**src/rtl/complex_mult_pkg.sv**
```systemverilog
// Shared types and helpers for the pipelined complex multiplier.
// Saturation versus wrap is chosen in cmult_round_sat via COMPLEX_MULT_SAT_EN.
package complex_mult_pkg;

    localparam int DEF_IN_W  = 18;
    localparam int DEF_OUT_W = 37;
    localparam int LIM_W     = 128;

    typedef logic signed [DEF_IN_W-1:0]  in_comp_t;
    typedef logic signed [DEF_OUT_W-1:0] out_comp_t;

    typedef struct packed {
        in_comp_t re;
        in_comp_t im;
    } in_sample_t;

    typedef struct packed {
        out_comp_t re;
        out_comp_t im;
    } out_sample_t;

    // Full-precision width of a complex product sum: two IN_W products plus one carry bit.
    function automatic int full_w(input int in_w);
        return 2 * in_w + 1;
    endfunction

    // Signed OUT_W limit, returned wide so callers can slice to their compare width.
    function automatic logic signed [LIM_W-1:0] sat_limit(input int out_w, input logic neg);
        logic signed [LIM_W-1:0] one_v;
        one_v = {{(LIM_W-1){1'b0}}, 1'b1};
        if (neg) begin
            return -(one_v <<< (out_w - 1));
        end else begin
            return (one_v <<< (out_w - 1)) - one_v;
        end
    endfunction

endpackage

```
**src/rtl/cmult_round_sat.sv**
```systemverilog
// Round-half-up, arithmetic shift and fit-to-width for one result component.
// COMPLEX_MULT_SAT_EN defined: clamp out-of-range values; undefined: wrap to OUT_W bits.
module cmult_round_sat
    import complex_mult_pkg::*;
#(
    parameter int FULL_W = 37,
    parameter int OUT_W  = 37,
    parameter int SHIFT  = 0
) (
    input  logic signed [FULL_W-1:0] val_i,
    output logic signed [OUT_W-1:0]  res_o,
    output logic                     ovf_o
);

    localparam int EXT_W = FULL_W + 1;
    localparam logic signed [EXT_W-1:0] RND_C =
        (SHIFT > 0) ? (EXT_W'(1) <<< ((SHIFT > 0) ? (SHIFT - 1) : 0)) : '0;

    logic signed [EXT_W-1:0] ext_s;
    logic signed [EXT_W-1:0] scl_s;

    // One extra bit of headroom keeps the rounding add from overflowing.
    always_comb begin
        ext_s = {val_i[FULL_W-1], val_i};
        scl_s = (ext_s + RND_C) >>> SHIFT;
    end

    generate
        if (OUT_W >= EXT_W) begin : g_wide
            // Output is wide enough for any scaled value.
            always_comb begin
                res_o = OUT_W'(scl_s);
                ovf_o = 1'b0;
            end
        end else begin : g_narrow
            localparam logic signed [LIM_W-1:0] HI_L = sat_limit(OUT_W, 1'b0);
            localparam logic signed [LIM_W-1:0] LO_L = sat_limit(OUT_W, 1'b1);
            localparam logic signed [EXT_W-1:0] HI_C = HI_L[EXT_W-1:0];
            localparam logic signed [EXT_W-1:0] LO_C = LO_L[EXT_W-1:0];

            // Range check and fit into OUT_W.
            always_comb begin
                ovf_o = (scl_s > HI_C) || (scl_s < LO_C);
`ifdef COMPLEX_MULT_SAT_EN
                if (scl_s > HI_C) begin
                    res_o = HI_C[OUT_W-1:0];
                end else if (scl_s < LO_C) begin
                    res_o = LO_C[OUT_W-1:0];
                end else begin
                    res_o = scl_s[OUT_W-1:0];
                end
`else
                res_o = scl_s[OUT_W-1:0];
`endif
            end
        end
    endgenerate

endmodule

```
**src/rtl/complex_mult_pipe.sv**
```systemverilog
// Three-stage pipelined complex multiplier (a*b or a*conj(b)) with valid/ready,
// scaling, rounding and sticky overflow; clamp enabled by COMPLEX_MULT_SAT_EN.
module complex_mult_pipe
    import complex_mult_pkg::*;
#(
    parameter int IN_W  = 18,
    parameter int OUT_W = 37,
    parameter int SHIFT = 0
) (
    input  logic                    clk_i,
    input  logic                    rst_n_i,
    input  logic signed [IN_W-1:0]  data_a_i_i,
    input  logic signed [IN_W-1:0]  data_a_q_i,
    input  logic signed [IN_W-1:0]  data_b_i_i,
    input  logic signed [IN_W-1:0]  data_b_q_i,
    input  logic                    conj_i,
    input  logic                    valid_i,
    output logic                    ready_o,
    output logic signed [OUT_W-1:0] data_i_o,
    output logic signed [OUT_W-1:0] data_q_o,
    output logic                    valid_o,
    input  logic                    ready_i,
    output logic                    ovf_o,
    input  logic                    ovf_clr_i
);

    localparam int FULL_W = full_w(IN_W);
    localparam int PROD_W = 2 * IN_W;

    logic                     adv_s;
    logic signed [IN_W-1:0]   a_re_r, a_im_r, b_re_r, b_im_r;
    logic                     conj1_r, v1_r;
    logic signed [PROD_W-1:0] p_rr_r, p_qq_r, p_rq_r, p_qr_r;
    logic                     conj2_r, v2_r;
    logic signed [FULL_W-1:0] re_full_s, im_full_s;
    logic signed [OUT_W-1:0]  re_res_s, im_res_s;
    logic                     re_ovf_s, im_ovf_s;

    // Whole pipeline moves together; stalls only when the output is held.
    assign adv_s   = !valid_o || ready_i;
    assign ready_o = adv_s;

    // Stage 1: operand capture.
    always_ff @(posedge clk_i or negedge rst_n_i) begin
        if (!rst_n_i) begin
            a_re_r  <= '0;
            a_im_r  <= '0;
            b_re_r  <= '0;
            b_im_r  <= '0;
            conj1_r <= 1'b0;
            v1_r    <= 1'b0;
        end else if (adv_s) begin
            a_re_r  <= data_a_i_i;
            a_im_r  <= data_a_q_i;
            b_re_r  <= data_b_i_i;
            b_im_r  <= data_b_q_i;
            conj1_r <= conj_i;
            v1_r    <= valid_i;
        end
    end

    // Stage 2: the four partial products.
    always_ff @(posedge clk_i or negedge rst_n_i) begin
        if (!rst_n_i) begin
            p_rr_r  <= '0;
            p_qq_r  <= '0;
            p_rq_r  <= '0;
            p_qr_r  <= '0;
            conj2_r <= 1'b0;
            v2_r    <= 1'b0;
        end else if (adv_s) begin
            p_rr_r  <= PROD_W'(a_re_r) * PROD_W'(b_re_r);
            p_qq_r  <= PROD_W'(a_im_r) * PROD_W'(b_im_r);
            p_rq_r  <= PROD_W'(a_re_r) * PROD_W'(b_im_r);
            p_qr_r  <= PROD_W'(a_im_r) * PROD_W'(b_re_r);
            conj2_r <= conj1_r;
            v2_r    <= v1_r;
        end
    end

    // Stage 3 combine at full precision; conj flips the sign of b's imaginary part.
    always_comb begin
        if (conj2_r) begin
            re_full_s = FULL_W'(p_rr_r) + FULL_W'(p_qq_r);
            im_full_s = FULL_W'(p_qr_r) - FULL_W'(p_rq_r);
        end else begin
            re_full_s = FULL_W'(p_rr_r) - FULL_W'(p_qq_r);
            im_full_s = FULL_W'(p_rq_r) + FULL_W'(p_qr_r);
        end
    end

    cmult_round_sat #(.FULL_W(FULL_W), .OUT_W(OUT_W), .SHIFT(SHIFT)) u_rs_re (
        .val_i (re_full_s),
        .res_o (re_res_s),
        .ovf_o (re_ovf_s)
    );

    cmult_round_sat #(.FULL_W(FULL_W), .OUT_W(OUT_W), .SHIFT(SHIFT)) u_rs_im (
        .val_i (im_full_s),
        .res_o (im_res_s),
        .ovf_o (im_ovf_s)
    );

    // Stage 3 output register.
    always_ff @(posedge clk_i or negedge rst_n_i) begin
        if (!rst_n_i) begin
            data_i_o <= '0;
            data_q_o <= '0;
            valid_o  <= 1'b0;
        end else if (adv_s) begin
            data_i_o <= re_res_s;
            data_q_o <= im_res_s;
            valid_o  <= v2_r;
        end
    end

    // Sticky overflow: a new event beats a same-cycle clear.
    always_ff @(posedge clk_i or negedge rst_n_i) begin
        if (!rst_n_i) begin
            ovf_o <= 1'b0;
        end else if (adv_s && v2_r && (re_ovf_s || im_ovf_s)) begin
            ovf_o <= 1'b1;
        end else if (ovf_clr_i) begin
            ovf_o <= 1'b0;
        end
    end

endmodule

```
**config.mk**
```make
export PLATFORM = sky130hd
export DESIGN_NAME = complex_mult_pipe
export DESIGN_NICKNAME = d
export VERILOG_FILES = /design/src/rtl/complex_mult_pkg.sv /design/src/rtl/cmult_round_sat.sv /design/src/rtl/complex_mult_pipe.sv
export SDC_FILE = /design/constraint.sdc
export NUM_CORES = 2
export LEC_CHECK = 0
export CAP_MARGIN = 20
export CORE_AREA = 2 2 381 383
export CTS_CLUSTER_SIZE = 8
export DETAILED_ROUTE_END_ITERATION = 10
export DIE_AREA = 0 0 383 385
export GPL_TIMING_DRIVEN = 1
export SKIP_LAST_GASP = 1
export SLEW_MARGIN = 10
export SYNTH_ARGS = -nofsm -noshare
export SYNTH_HDL_FRONTEND = slang
export SYNTH_SLANG_ARGS = --single-unit
```
**constraint.sdc**
```tcl
create_clock -name clk_i -period 10.5 [get_ports clk_i]
set_clock_uncertainty 0.1 [all_clocks]
set_input_delay 2.1 -clock clk_i [delete_from_list [all_inputs] [get_ports clk_i]]
set_output_delay 2.1 -clock clk_i [all_outputs]
set_load 0.005 [all_outputs]
```
==> metrics.txt <==
run status=completed; HPWL after DPL=140.5 mm; first-pass GRT wire length=287.3 mm; Max Cap Violations=0; data required time at the worst endpoint=10.95 ns; Max Clk Rate=approximately 130 MHz; kind of start point of the critical path=register; pins over their slew limit=0; IO buf count=approximately 150; Top FF cell, synth=sky130_fd_sc_hd__dfrtp_1; H-tree lvl count=2; Tcrit/Tclk final=about three quarters; Synth cell types=78; # hold bufs at CTS=0; cell depth of the worst hold path=2; hold_sp=v2_r; Tot GR Track Use=25.11%; initial antenna violation count=1; die area=~150000 µm²; via count of the first global-routing pass=49770; endpoint class of the critical path=register; crit path max fanout=16; effective utilization at floorplan=about 45%; slew at the pin closest to its max-slew limit=1.098 ns; placer's final routability congestion estimate=0.9132; remaining max-slew budget at the tightest pin=26.78%; insertion delay to the later sink of the worst-skew pair=roughly 0.67 ns; final-stage net count=about 9100; ratio of routed vias to standard cells=~5.2; CTS tree=done; Antenna Nets Post-Route=0; total negative setup slack=0 ns; setup slack of the worst register-to-register path=2.68 ns; Mapped Cells=between 7000 and 8000; FF-to-FF End=p_qr_r[35]; worst setup path category=reg -> reg; number of enable-type register cells in the synthesized netlist=0; sink of the worst hold path=v2_r; first-pass iteration count of the detailed router=6; Yosys Warn Count=0; Floorplan Core Area=143100 µm²; cell total after placement=9074; number of storage elements in the synthesis netlist=296; hold violation count in the final report=0; final setup fails=0; master cell of the clock root buffer=sky130_fd_sc_hd__clkbuf_16; CTS-repair resized insts=0; overall via count from detail_route=47890; count of boundary I/O pins=155; 1st-iter DRT viols=3184; async set or reset register ratio after synthesis=100.0%; die extent in x=383 µm; start of the worst register-to-register path=b_re_r[17]; number of post-CTS setup repair buffers=0; routed wire length=179.8 mm; detailed-route wire length per cell=19.64 µm; total number of placement rows=139; CP arrival=8.27 ns; worst hold slack=0.3594 ns; number of cells traversed by the worst register-to-register path=21; number of buffers created by CTS=48; vertical die dimension=385 µm; overflow left after global routing=0; maximum clock path buffer count=3; most common cell after layout, fill and taps aside=sky130_fd_sc_hd__inv_1; Layout area overhead=7.274%; per-instance average area after synthesis=~8.8 µm²; Net Count, Synth=between 9000 and 10000; number of non-filler instances in the completed layout=9151; RSZ-0062 raised after global routing=false; final routed DRC violation total=0; layout cell share with drive strength beyond 1=around 2.6%; Period minus WS final=7.824 ns; largest net degree at the start of global routing=127; commonest cells after routing, fill and taps aside=sky130_fd_sc_hd__inv_1 (1572), sky130_fd_sc_hd__fa_1 (1318), sky130_fd_sc_hd__nand2_1 (1202); clock edge transition at the registers on the reported setup and hold paths=around 0.07 ns; class of the tightest hold or removal check=reg -> reg; Sink Count=296; synthesized cell area=64280 µm²; fraction of the yosys area taken by sequential cells=11.52%
## metal layers
layer | up-vias | track usage, % | wire length [µm]
met1 | 24470 | 35.47 | 79930
li1 | 21700 | - | -
met2 | 1465 | 39.24 | 81000
met3 | 257 | 4.633 | 12780
met4 | 0 | 7.852 | 6047
met5 | - | 0 | 0
## registers in the layout, indices dropped and copies added (netlist names), 18 cells and up
signal,cells
data_q_o,37
a_re_r,18
p_qr_r,36
p_rq_r,36
p_qq_r,36
data_i_o,37
p_rr_r,36
b_re_r,18
b_im_r,18
a_im_r,18
## area by class of cell
class	count	area [µm²]
well taps	1903	2381
diodes	1	2.502
multi-input cells	5067	49560
clock buffers	65	1325
clock inverters	11	187.7
fillers	13810	74180
repair buffers	233	2152
flip-flops and latches	296	7431
inverters	1575	5919
## critical path, stage by stage, from the launching register on
cell and delay, ns:
sky130_fd_sc_hd__dfrtp_1 0.74, sky130_fd_sc_hd__clkinv_1 0.94, sky130_fd_sc_hd__buf_4 0.51, sky130_fd_sc_hd__nor2_1 0.14
sky130_fd_sc_hd__fa_1 0.45, sky130_fd_sc_hd__fa_1 0.52, sky130_fd_sc_hd__fa_1 0.43, sky130_fd_sc_hd__fa_1 0.49
sky130_fd_sc_hd__fa_1 0.51, sky130_fd_sc_hd__inv_1 0.06, sky130_fd_sc_hd__fa_1 0.51, sky130_fd_sc_hd__inv_1 0.05
sky130_fd_sc_hd__ha_1 0.35, sky130_fd_sc_hd__nand2_1 0.08, sky130_fd_sc_hd__o21ai_0 0.26, sky130_fd_sc_hd__nor4_1 0.08
sky130_fd_sc_hd__o31ai_1 0.30, sky130_fd_sc_hd__a2111oi_0 0.12, sky130_fd_sc_hd__nor3_1 0.42, sky130_fd_sc_hd__a41oi_1 0.24
sky130_fd_sc_hd__a211oi_1 0.30, sky130_fd_sc_hd__nor3_1 0.09
## stage by stage
| step | worst slack [ns] | util [%] | instance area (µm²) |
|---|---|---|---|
| 2_1_floorplan | 4.063 | - | 64280 |
| 4_1_cts | 2.728 | 48.17 | 68950 |
| 6_report | 2.676 | 48.18 | 68960 |
| 5_1_grt | 2.254 | 48.17 | 68950 |
| 3_3_place_gp | 2.801 | 47.12 | 67440 |
| 3_5_place_dp | 2.749 | 47.12 | 67440 |
## worst max path at each step
stage	start	end	slack, ns	cells past startpoint
6_report	b_re_r[17]	p_qr_r[35]	2.68	21
4_1_cts	b_re_r[17]	p_qr_r[35]	2.73	19
5_1_grt	b_re_r[17]	p_qr_r[33]	2.25	20
2_1_floorplan	b_re_r[0]	p_qr_r[35]	4.06	23
3_5_place_dp	b_re_r[17]	p_qr_r[35]	2.75	19
3_3_place_gp	b_re_r[17]	p_rr_r[27]	2.80	21
## kinds of logic after synthesis
family | count (synthesis) | synth area share [%]
adders and majority gates | 1764 | 49.73
and+or+nand+nor | 2259 | 16.24
DFF | 296 | 11.52
buffers and inverters | 1951 | 11.39
xor gates and xnor gates | 258 | 3.515
AOI/OAI and AO/OA | 781 | 7.517
muxes | 5 | 0.08175
## Yosys cell counts, types with 6 or more instances
cell,count,area (µm²)
sky130_fd_sc_hd__inv_1,1573,5904
sky130_fd_sc_hd__fa_1,1318,26390
sky130_fd_sc_hd__nand2_1,1202,4512
sky130_fd_sc_hd__and2_1,504,3153
sky130_fd_sc_hd__ha_1,446,5580
sky130_fd_sc_hd__clkbuf_1,358,1344
sky130_fd_sc_hd__dfrtp_1,296,7407
sky130_fd_sc_hd__a21oi_1,280,1401
sky130_fd_sc_hd__nor2_1,277,1040
sky130_fd_sc_hd__o21ai_0,169,845.8
sky130_fd_sc_hd__xnor2_1,161,1410
sky130_fd_sc_hd__xor2_1,97,849.6
sky130_fd_sc_hd__a21o_1,84,630.6
sky130_fd_sc_hd__nor3_1,50,250.2
sky130_fd_sc_hd__nand2b_1,46,287.8
sky130_fd_sc_hd__nand3_1,42,210.2
sky130_fd_sc_hd__a211oi_1,36,270.3
sky130_fd_sc_hd__o21a_1,29,217.7
sky130_fd_sc_hd__o31ai_1,29,217.7
sky130_fd_sc_hd__a31oi_1,26,162.7
sky130_fd_sc_hd__and3_1,23,143.9
sky130_fd_sc_hd__nor2b_1,23,143.9
sky130_fd_sc_hd__o21bai_1,22,165.2
sky130_fd_sc_hd__buf_1,18,67.56
sky130_fd_sc_hd__nand4_1,15,93.84
sky130_fd_sc_hd__nor4_1,14,87.58
sky130_fd_sc_hd__o211ai_1,13,97.59
sky130_fd_sc_hd__o31a_1,12,105.1
sky130_fd_sc_hd__nor3b_1,10,75.07
sky130_fd_sc_hd__or3_1,10,62.56
sky130_fd_sc_hd__or4_1,8,60.06
sky130_fd_sc_hd__o2111ai_1,7,61.31
sky130_fd_sc_hd__o311ai_0,7,61.31
sky130_fd_sc_hd__or2_2,7,43.79
sky130_fd_sc_hd__o221ai_1,6,52.55
Power is left out: the tool's default activity adds up to more than one toggle a clock period on the data nets, which glitch-free logic cannot reach.
